[src/rtl/butterfly_pipe.sv]
// butterfly_pipe
// Pipelined radix-2 decimation-in-time butterfly for one FFT stage:
//   X = A + W*B, Y = A - W*B
// Operands are packed complex values {re, im} with the real part in the upper
// half. Three register stages: S1 captures the operands, S2 forms the rounded
// complex product W*B, and S3 forms the sum/difference with optional 1/2
// scaling and saturation. A single enable (output empty or being taken)
// advances the whole pipe, so bubbles shift along with valid sets.
//
// Ports
//   clk, rst              : clock, synchronous active-high reset
//   in_valid / in_ready   : input handshake (in_ready is combinational from out_ready)
//   in_a, in_b            : 2*DW-bit complex data operands
//   in_w                  : 2*TW-bit complex twiddle, Q1.(TW-1)
//   in_inv                : 1 = use conj(W) (inverse transform)
//   in_scale              : 1 = halve both results with round-half-up
//   out_valid / out_ready : output handshake
//   out_x, out_y          : 2*DW-bit saturated results A+W*B and A-W*B
//   out_ovf               : any of the four result components saturated
module butterfly_pipe #(
  parameter int DW = 16,
  parameter int TW = 16
) (
  input  logic              clk,
  input  logic              rst,
  input  logic              in_valid,
  output logic              in_ready,
  input  logic [2*DW-1:0]   in_a,
  input  logic [2*DW-1:0]   in_b,
  input  logic [2*TW-1:0]   in_w,
  input  logic              in_inv,
  input  logic              in_scale,
  output logic              out_valid,
  input  logic              out_ready,
  output logic [2*DW-1:0]   out_x,
  output logic [2*DW-1:0]   out_y,
  output logic              out_ovf
);

  // Full product width, rounded product width, sum width
  localparam int PW = DW + TW + 2;
  localparam int RW = DW + 2;
  localparam int SW = DW + 3;

  // Half-LSB of the Q1.(TW-1) product, added before the arithmetic shift
  localparam logic signed [PW-1:0] PROD_RND = {{(PW-1){1'b0}}, 1'b1} << (TW-2);
  localparam logic signed [SW-1:0] SUM_ONE  = {{(SW-1){1'b0}}, 1'b1};
  localparam logic signed [SW-1:0] SAT_MAX  = {{4{1'b0}}, {(DW-1){1'b1}}};
  localparam logic signed [SW-1:0] SAT_MIN  = {{4{1'b1}}, {(DW-1){1'b0}}};

  // Round-half-up of a full-precision product back to data scale.
  // Result always fits RW bits, so no saturation is needed here.
  function automatic logic signed [RW-1:0] round_prod(input logic signed [PW-1:0] p);
    logic signed [PW-1:0] t;
    t = (p + PROD_RND) >>> (TW-1);
    return t[RW-1:0];
  endfunction

  // Halve with round-half-up: (v + 1) >>> 1
  function automatic logic signed [SW-1:0] halve(input logic signed [SW-1:0] v);
    return (v + SUM_ONE) >>> 1;
  endfunction

  // Clamp to DW bits; MSB of the return value flags that clamping occurred
  function automatic logic [DW:0] saturate(input logic signed [SW-1:0] v);
    logic [DW:0] r;
    if (v > SAT_MAX) begin
      r = {1'b1, SAT_MAX[DW-1:0]};
    end else if (v < SAT_MIN) begin
      r = {1'b1, SAT_MIN[DW-1:0]};
    end else begin
      r = {1'b0, v[DW-1:0]};
    end
    return r;
  endfunction

  logic en;

  // Stage S1: operand capture
  logic              s1_valid_q, s1_valid_d;
  logic [2*DW-1:0]   s1_a_q, s1_a_d;
  logic [2*DW-1:0]   s1_b_q, s1_b_d;
  logic [2*TW-1:0]   s1_w_q, s1_w_d;
  logic              s1_inv_q, s1_inv_d;
  logic              s1_scale_q, s1_scale_d;

  // Stage S2: A plus rounded product
  logic              s2_valid_q, s2_valid_d;
  logic [2*DW-1:0]   s2_a_q, s2_a_d;
  logic signed [RW-1:0] s2_pr_q, s2_pr_d;
  logic signed [RW-1:0] s2_pi_q, s2_pi_d;
  logic              s2_scale_q, s2_scale_d;

  // Stage S3: output registers
  logic              out_valid_q, out_valid_d;
  logic [2*DW-1:0]   out_x_q, out_x_d;
  logic [2*DW-1:0]   out_y_q, out_y_d;
  logic              out_ovf_q, out_ovf_d;

  // S2 datapath
  logic signed [TW:0]   wi_e, wi_s;
  logic signed [PW-1:0] br_x, bi_x, wr_x, wi_x;
  logic signed [PW-1:0] pr_full, pi_full;

  // S3 datapath
  logic signed [SW-1:0] a_re, a_im, p_re, p_im;
  logic signed [SW-1:0] x_re, x_im, y_re, y_im;
  logic [DW:0]          sx_re, sx_im, sy_re, sy_im;

  assign en        = !out_valid_q || out_ready;
  assign in_ready  = en;
  assign out_valid = out_valid_q;
  assign out_x     = out_x_q;
  assign out_y     = out_y_q;
  assign out_ovf   = out_ovf_q;

  // Complex product W*B (or conj(W)*B), full precision then rounded
  always_comb begin
    wi_e = {s1_w_q[TW-1], s1_w_q[TW-1:0]};
    // Negation at TW+1 bits so that -(-1.0) stays representable
    if (s1_inv_q) begin
      wi_s = -wi_e;
    end else begin
      wi_s = wi_e;
    end
    br_x    = PW'($signed(s1_b_q[2*DW-1:DW]));
    bi_x    = PW'($signed(s1_b_q[DW-1:0]));
    wr_x    = PW'($signed(s1_w_q[2*TW-1:TW]));
    wi_x    = PW'(wi_s);
    pr_full = br_x * wr_x - bi_x * wi_x;
    pi_full = br_x * wi_x + bi_x * wr_x;
  end

  // Sum/difference, optional halving and saturation
  always_comb begin
    a_re = SW'($signed(s2_a_q[2*DW-1:DW]));
    a_im = SW'($signed(s2_a_q[DW-1:0]));
    p_re = SW'(s2_pr_q);
    p_im = SW'(s2_pi_q);
    x_re = a_re + p_re;
    x_im = a_im + p_im;
    y_re = a_re - p_re;
    y_im = a_im - p_im;
    if (s2_scale_q) begin
      x_re = halve(x_re);
      x_im = halve(x_im);
      y_re = halve(y_re);
      y_im = halve(y_im);
    end else begin
      x_re = x_re;
    end
    sx_re = saturate(x_re);
    sx_im = saturate(x_im);
    sy_re = saturate(y_re);
    sy_im = saturate(y_im);
  end

  // Next-state: all stages shift together on en; data regs load only for
  // valid sets so outputs stay at their reset value until real data arrives
  always_comb begin
    s1_valid_d  = s1_valid_q;
    s1_a_d      = s1_a_q;
    s1_b_d      = s1_b_q;
    s1_w_d      = s1_w_q;
    s1_inv_d    = s1_inv_q;
    s1_scale_d  = s1_scale_q;
    s2_valid_d  = s2_valid_q;
    s2_a_d      = s2_a_q;
    s2_pr_d     = s2_pr_q;
    s2_pi_d     = s2_pi_q;
    s2_scale_d  = s2_scale_q;
    out_valid_d = out_valid_q;
    out_x_d     = out_x_q;
    out_y_d     = out_y_q;
    out_ovf_d   = out_ovf_q;
    if (en) begin
      s1_valid_d  = in_valid;
      s2_valid_d  = s1_valid_q;
      out_valid_d = s2_valid_q;
      if (in_valid) begin
        s1_a_d     = in_a;
        s1_b_d     = in_b;
        s1_w_d     = in_w;
        s1_inv_d   = in_inv;
        s1_scale_d = in_scale;
      end else begin
        s1_a_d     = s1_a_q;
      end
      if (s1_valid_q) begin
        s2_a_d     = s1_a_q;
        s2_pr_d    = round_prod(pr_full);
        s2_pi_d    = round_prod(pi_full);
        s2_scale_d = s1_scale_q;
      end else begin
        s2_a_d     = s2_a_q;
      end
      if (s2_valid_q) begin
        out_x_d   = {sx_re[DW-1:0], sx_im[DW-1:0]};
        out_y_d   = {sy_re[DW-1:0], sy_im[DW-1:0]};
        out_ovf_d = sx_re[DW] | sx_im[DW] | sy_re[DW] | sy_im[DW];
      end else begin
        out_x_d   = out_x_q;
      end
    end else begin
      s1_valid_d = s1_valid_q;
    end
  end

  // Pipeline registers with synchronous reset
  always_ff @(posedge clk) begin
    if (rst) begin
      s1_valid_q  <= 1'b0;
      s1_a_q      <= '0;
      s1_b_q      <= '0;
      s1_w_q      <= '0;
      s1_inv_q    <= 1'b0;
      s1_scale_q  <= 1'b0;
      s2_valid_q  <= 1'b0;
      s2_a_q      <= '0;
      s2_pr_q     <= '0;
      s2_pi_q     <= '0;
      s2_scale_q  <= 1'b0;
      out_valid_q <= 1'b0;
      out_x_q     <= '0;
      out_y_q     <= '0;
      out_ovf_q   <= 1'b0;
    end else begin
      s1_valid_q  <= s1_valid_d;
      s1_a_q      <= s1_a_d;
      s1_b_q      <= s1_b_d;
      s1_w_q      <= s1_w_d;
      s1_inv_q    <= s1_inv_d;
      s1_scale_q  <= s1_scale_d;
      s2_valid_q  <= s2_valid_d;
      s2_a_q      <= s2_a_d;
      s2_pr_q     <= s2_pr_d;
      s2_pi_q     <= s2_pi_d;
      s2_scale_q  <= s2_scale_d;
      out_valid_q <= out_valid_d;
      out_x_q     <= out_x_d;
      out_y_q     <= out_y_d;
      out_ovf_q   <= out_ovf_d;
    end
  end

endmodule
[config.mk]
export PLATFORM = sky130hd
export DESIGN_NAME = butterfly_pipe
export DESIGN_NICKNAME = d
export VERILOG_FILES = /design/src/rtl/butterfly_pipe.sv
export SDC_FILE = /design/constraint.sdc
export NUM_CORES = 2
export LEC_CHECK = 0
export ABC_CLOCK_PERIOD_IN_PS = 16800
export CAP_MARGIN = 20
export CORE_MARGIN = 4
export CORE_UTILIZATION = 39
export CTS_CLUSTER_SIZE = 10
export DETAILED_ROUTE_END_ITERATION = 16
export PLACE_DENSITY = 0.63
export SYNTH_ARGS = -nofsm -noshare
export SYNTH_HDL_FRONTEND = slang
export SYNTH_SLANG_ARGS = --single-unit
[constraint.sdc]
create_clock -name clk -period 16.8 [get_ports clk]
set_input_delay 1.68 -clock clk [delete_from_list [all_inputs] [get_ports clk]]
set_output_delay 1.68 -clock clk [all_outputs]
set_load 0.01 [all_outputs]
After elaboration in Yosys (flattened, before gate mapping). Index checks and enable logic that the tools add are counted.

Add/subtract/negate cells: 13. Multiply operators: 4. Magnitude comparators: 8. Muxes and demuxes: 13. Bitwise operators: 3. Reductions and logical operators: 5.

Operator list (number): $mux W17 (9); $add A19 B2 Y19 const B (4); $gt A19 B16 Y1 const B (4); $lt A19 B16 Y1 const B (4); $mux W19 (4); $add A33 B16 Y33 const B (2); $mul A16 B17 Y33 (2); $mul A16 B16 Y32 (2); $add A16 B18 Y19 (2); $sub A16 B18 Y19 (2); $add A33 B32 Y33 (1); $sub A32 B33 Y33 (1); $neg A16 Y17 (1); $reduce_and A2 Y1 (3); $or A1 B1 Y1 (3); $logic_not A1 Y1 (1); $logic_or A1 B1 Y1 (1).

Bits in registers: 235. Input bits: 102. Output and inout port bits: 67. Word-level logic and storage cells: 61.

Logic depth before layout (Yosys ltp).
Depth in word-level cells: 9. Gate-level depth with buffers: 36. Mapped depth without buffers: 34.

Least setup slack after synthesis. OpenSTA, ideal clock, no wires.

Path kind: register to register. Start: register s1_w_q[0]. End: register s2_pi_q[17]. Library setup time: 127 ps. Data arrival time: 8848 ps. Required time: 16673 ps. Slack: 7825 ps. Cell stages (with the launch flop): 33. Path buffers: 2. Path through: dfxtp_1 -> clkbuf_1 -> inv_1 -> ha_1 -> nand2b_1 -> or3b_2 -> nand2b_1 -> o41ai_1 -> xnor2_1 -> clkbuf_1 -> nand2_1 -> fa_1 -> fa_1 -> fa_1 -> fa_1 -> fa_1 -> fa_1 -> inv_1 -> fa_1 -> inv_1 -> fa_1 -> inv_1 -> ha_1 -> a211o_1 -> nor2_1 -> o21ai_1 -> a21oi_1 -> nor4b_1 -> a31o_2 -> a2111oi_0 -> o311ai_1 -> and3_1 -> or3_1.

Word-level cells in the longest chain between the ends: 5.

RTL lines: start: declaration (line 83) `logic [2*TW-1:0] s1_w_q, s1_w_d;`; start signal: assignment (line 231) `s1_w_q <= s1_w_d;`; $neg A16 Y17 (line 122) `wi_s = -wi_e;`; $mux W17 (*) (line 121) `if (s1_inv_q) begin`; $mul A16 B17 Y33 (*) (line 131) `pi_full = br_x * wi_x + bi_x * wr_x;`; $add A33 B32 Y33 (*) (line 131); $add A33 B16 Y33 (*) (line 55) `t = (p + PROD_RND) >>> (TW-1);`; end signal: assignment (line 237) `s2_pi_q <= s2_pi_d;`; end: declaration (line 91) `logic signed [RW-1:0] s2_pi_q, s2_pi_d;`.

Mark *: on every way between the ends. The rest lies on a longest branch, timed or not. A chain may end at the register's enable or synchronous reset.

Final worst setup path. Same ends and word-level chain as after synthesis.

==> impl_metrics.env <==
export IMPL_async_flop_share_pct=0
export IMPL_antenna_found_initial=9
export IMPL_port_buffers=168
export IMPL_hold_violations=0
export IMPL_dp_final_hpwl_um=123000
export IMPL_netlist_area_sq_um=56000
export IMPL_fp_dieW_um=387
export IMPL_fmax_mhz=95.5
export IMPL_grt_start_max_net_pins=102
export IMPL_drt_iter0_drc=2772
export IMPL_status="complete, no violations"
export IMPL_hold_class="reg2reg"
export IMPL_cts_hold_buffers=0
export IMPL_start_util_pct=39.4
export IMPL_cp_start_kind="flop"
export IMPL_yosysSeqAreaShare_pct=8.40
export IMPL_post_cts_buffers=0
export IMPL_clockRootBuffer="clkbuf_16"
export IMPL_grt_remaining_overflow=0
export IMPL_cp_max_fo=33
export IMPL_wl_um=156000
export IMPL_cts_max_path_buffers=3
export IMPL_yosysUniqueCellTypes=108
export IMPL_endpoint="s2_pi_q[17]"
export IMPL_rsz0062_at_grt="no"
export IMPL_clk_pin_slew_ps=60
export IMPL_cts_made_buffers=34
export IMPL_nets=8148
export IMPL_post_route_util_pct=42.6
export IMPL_drv_slew=0
export IMPL_power_density_nw_per_um2=127
export IMPL_insertion_delay_ps=610
export IMPL_critPathSlowestCell="nor4b_1"
export IMPL_yosysWarnings=0
export IMPL_reg2reg_slack_ps=6330
export IMPL_setup_viol=0
export IMPL_p_total_mw=7.68
export IMPL_grt_pass1_vias=45236
export IMPL_dr_pass1_iters=8
export IMPL_syn_nets=8198
export IMPL_n_antenna_cell=0
export IMPL_r2r_start="s1_w_q[0]"
export IMPL_end_kind="flop"
export IMPL_drive_gt1_share_pct=3.70
export IMPL_timing_final_ws_setup_ps=6330
export IMPL_die_area_sq_um=150000
export IMPL_criticalPathCategory="reg2reg"
export IMPL_post_route_drc_count=0
export IMPL_netlist_instances=6523
export IMPL_ir_worst_vdd_mv=0.226
export IMPL_cts_tree="built"
export IMPL_synth_avg_cell_area_sq_um=8.59
export IMPL_place_gp_congestion=0.875
export IMPL_cp_arrival_ps=10940
export IMPL_viasPerCell=5.09
export IMPL_post_cts_resized=0
export IMPL_ant_nets=0
export IMPL_cpPeakStageDelay_ps=810
export IMPL_die_h_um=387
export IMPL_post_place_ws_ps=6480
export IMPL_fin_tns_setup_ps=0
export IMPL_r2r_end="s2_pi_q[17]"
export IMPL_finalCritPeriodShare_pct=62.3
export IMPL_period_minus_slack_ps=10470
export IMPL_synth_edff_count=0
export IMPL_row_count=138
export IMPL_worst_ep_required_time_ps=17270
export IMPL_synthFlopType="dfxtp_1"
export IMPL_worstMarginPinSlew_ps=1040
export IMPL_syn2layout_area_growth_pct=8.10
export IMPL_fill_cells=14060
export IMPL_core_area_sq_um=142000
export IMPL_grt_pass1_wl_um=252000
export IMPL_ios=169
export IMPL_ys_seq_elements=235
export IMPL_cp_common_cell="fa_1"
export IMPL_routedWlPerCell_um=18.6
export IMPL_grt_usage_pct=21.0
export IMPL_cap_violations=0
export IMPL_cts_sinks=235
export IMPL_ff2ff_path_depth=33
export IMPL_htree_levels=2
export IMPL_crit_path_start="s1_w_q[0]"
export IMPL_clock_skew_ps=48.0
export IMPL_slew_headroom_pct=30.4
export IMPL_vias=42636
export IMPL_p_leak_nw=28.0
==> per-stage QoR <==
stage          hold WS, ps  instance area (sq um)  cells
2_1_floorplan          432                  56000   6523
3_3_place_gp           438                  59500   8327
3_5_place_dp           445                  59500   8327
4_1_cts                447                  60600   8380
5_1_grt                471                  60600   8380
6_report               445                  60600   8380
==> layout make-up <==
class                           instances  area, sq um  area share, %
Clock buffer                           42          941           1.55
Clock inverter                         11          138          0.227
Inverter                             1526         5730           9.46
Multi-Input combinational cell       4432        44400           73.4
Sequential cell                       235         4710           7.77
Tap cell                             1890         2360           3.90
Timing Repair Buffer                  244         2250           3.72
==> report_power, final <==
part           internal (mW)  switching [mW]  total (mW)
sequential             0.616          0.0569       0.673
combinational           2.49            3.80        6.29
clock                  0.416           0.301       0.717
total                   3.52            4.15        7.68
==> worst min path at each step <==
stage / endpoint / depth (start not counted) / start / slack [ps]
after global routing: out_y[29] / 2 / out_y[29] / 470
after floorplan: s2_a_q[0] / 2 / s1_a_q[0] / 430
after CTS: s2_a_q[25] / 2 / s1_a_q[25] / 450
final: out_y[15] / 2 / out_y[15] / 450
after global placement: out_y[15] / 2 / out_y[15] / 440
after detailed placement: out_y[29] / 2 / out_y[29] / 450
==> state kept, by name, indices dropped and copies added (netlist names), 18 cells and up <==
name     count
out_y       32
s1_b_q      32
s2_pi_q     18
s2_pr_q     18
s1_w_q      32
s2_a_q      32
s1_a_q      32
out_x       32
==> synth_stat cells, drive strengths merged, types with 9 or more instances <==
master	count	area [sq um]
nand2b	47	294
xor2	31	279
and2	457	2860
nor3	58	315
o21bai	11	82.6
a2111oi	9	129
o21ai	125	629
o22ai	22	144
mux2i	11	114
fa	1195	23900
ha	378	4730
nor4	20	168
xnor2	107	952
nand3	53	265
a211o	10	87.6
nand2	985	3700
o31a	10	87.6
a21o	34	255
a22o	13	114
o211ai	24	195
buf	39	188
a21oi	313	1590
o21a	13	97.6
o311ai	15	179
and3	16	100
a31oi	21	131
a211oi	29	235
clkbuf	291	1090
dfxtp	235	4700
or3	29	186
inv	1524	5720
nor2	166	633
nor3b	9	67.6
nand4	26	169
or2	34	213
o31ai	17	143
nor2b	42	270
==> placed cells by master, fill, tap and decap left out, types with 76 or more instances in the layout <==
master and count:
a21oi_1 310, and2_1 454, buf_4 76, clkdlybuf4s50_1 167, dfxtp_1 234, fa_1 1195, ha_1 378, inv_1 1524
nand2_1 982, nor2_1 164, o21ai_0 118, xnor2_1 92
==> per-layer routing <==
metal	vias up	global-route usage (%)	routed length, um
met1	21682	28.7	67600
met2	1302	34.9	72600
met5	-	0	0
met4	0	4.66	3720
met3	220	3.90	11700
li1	19432	-	-
==> logic make-up after synthesis <==
kind of cell	after synthesis	synth area share, %
and+or+nand+nor	1971	16.9
adders and majority gates	1573	51.1
DFF	235	8.40
muxes	17	0.324
AOI/OAI and AO/OA	733	8.50
xor gates and xnor gates	138	2.20
buffers and inverters	1856	12.5
==> critical path: cells and delay by family, from the launching register on <==
| kind | cells | cell delay, ps |
|---|---|---|
| fa+ha+maj | 10 | 4510 |
| compound gates | 8 | 2090 |
| flops | 1 | 290 |
| xor+xnor | 1 | 160 |
| buf+inv | 7 | 1010 |
| simple gates | 7 | 2230 |
Power figures use the tool's default switching activity.
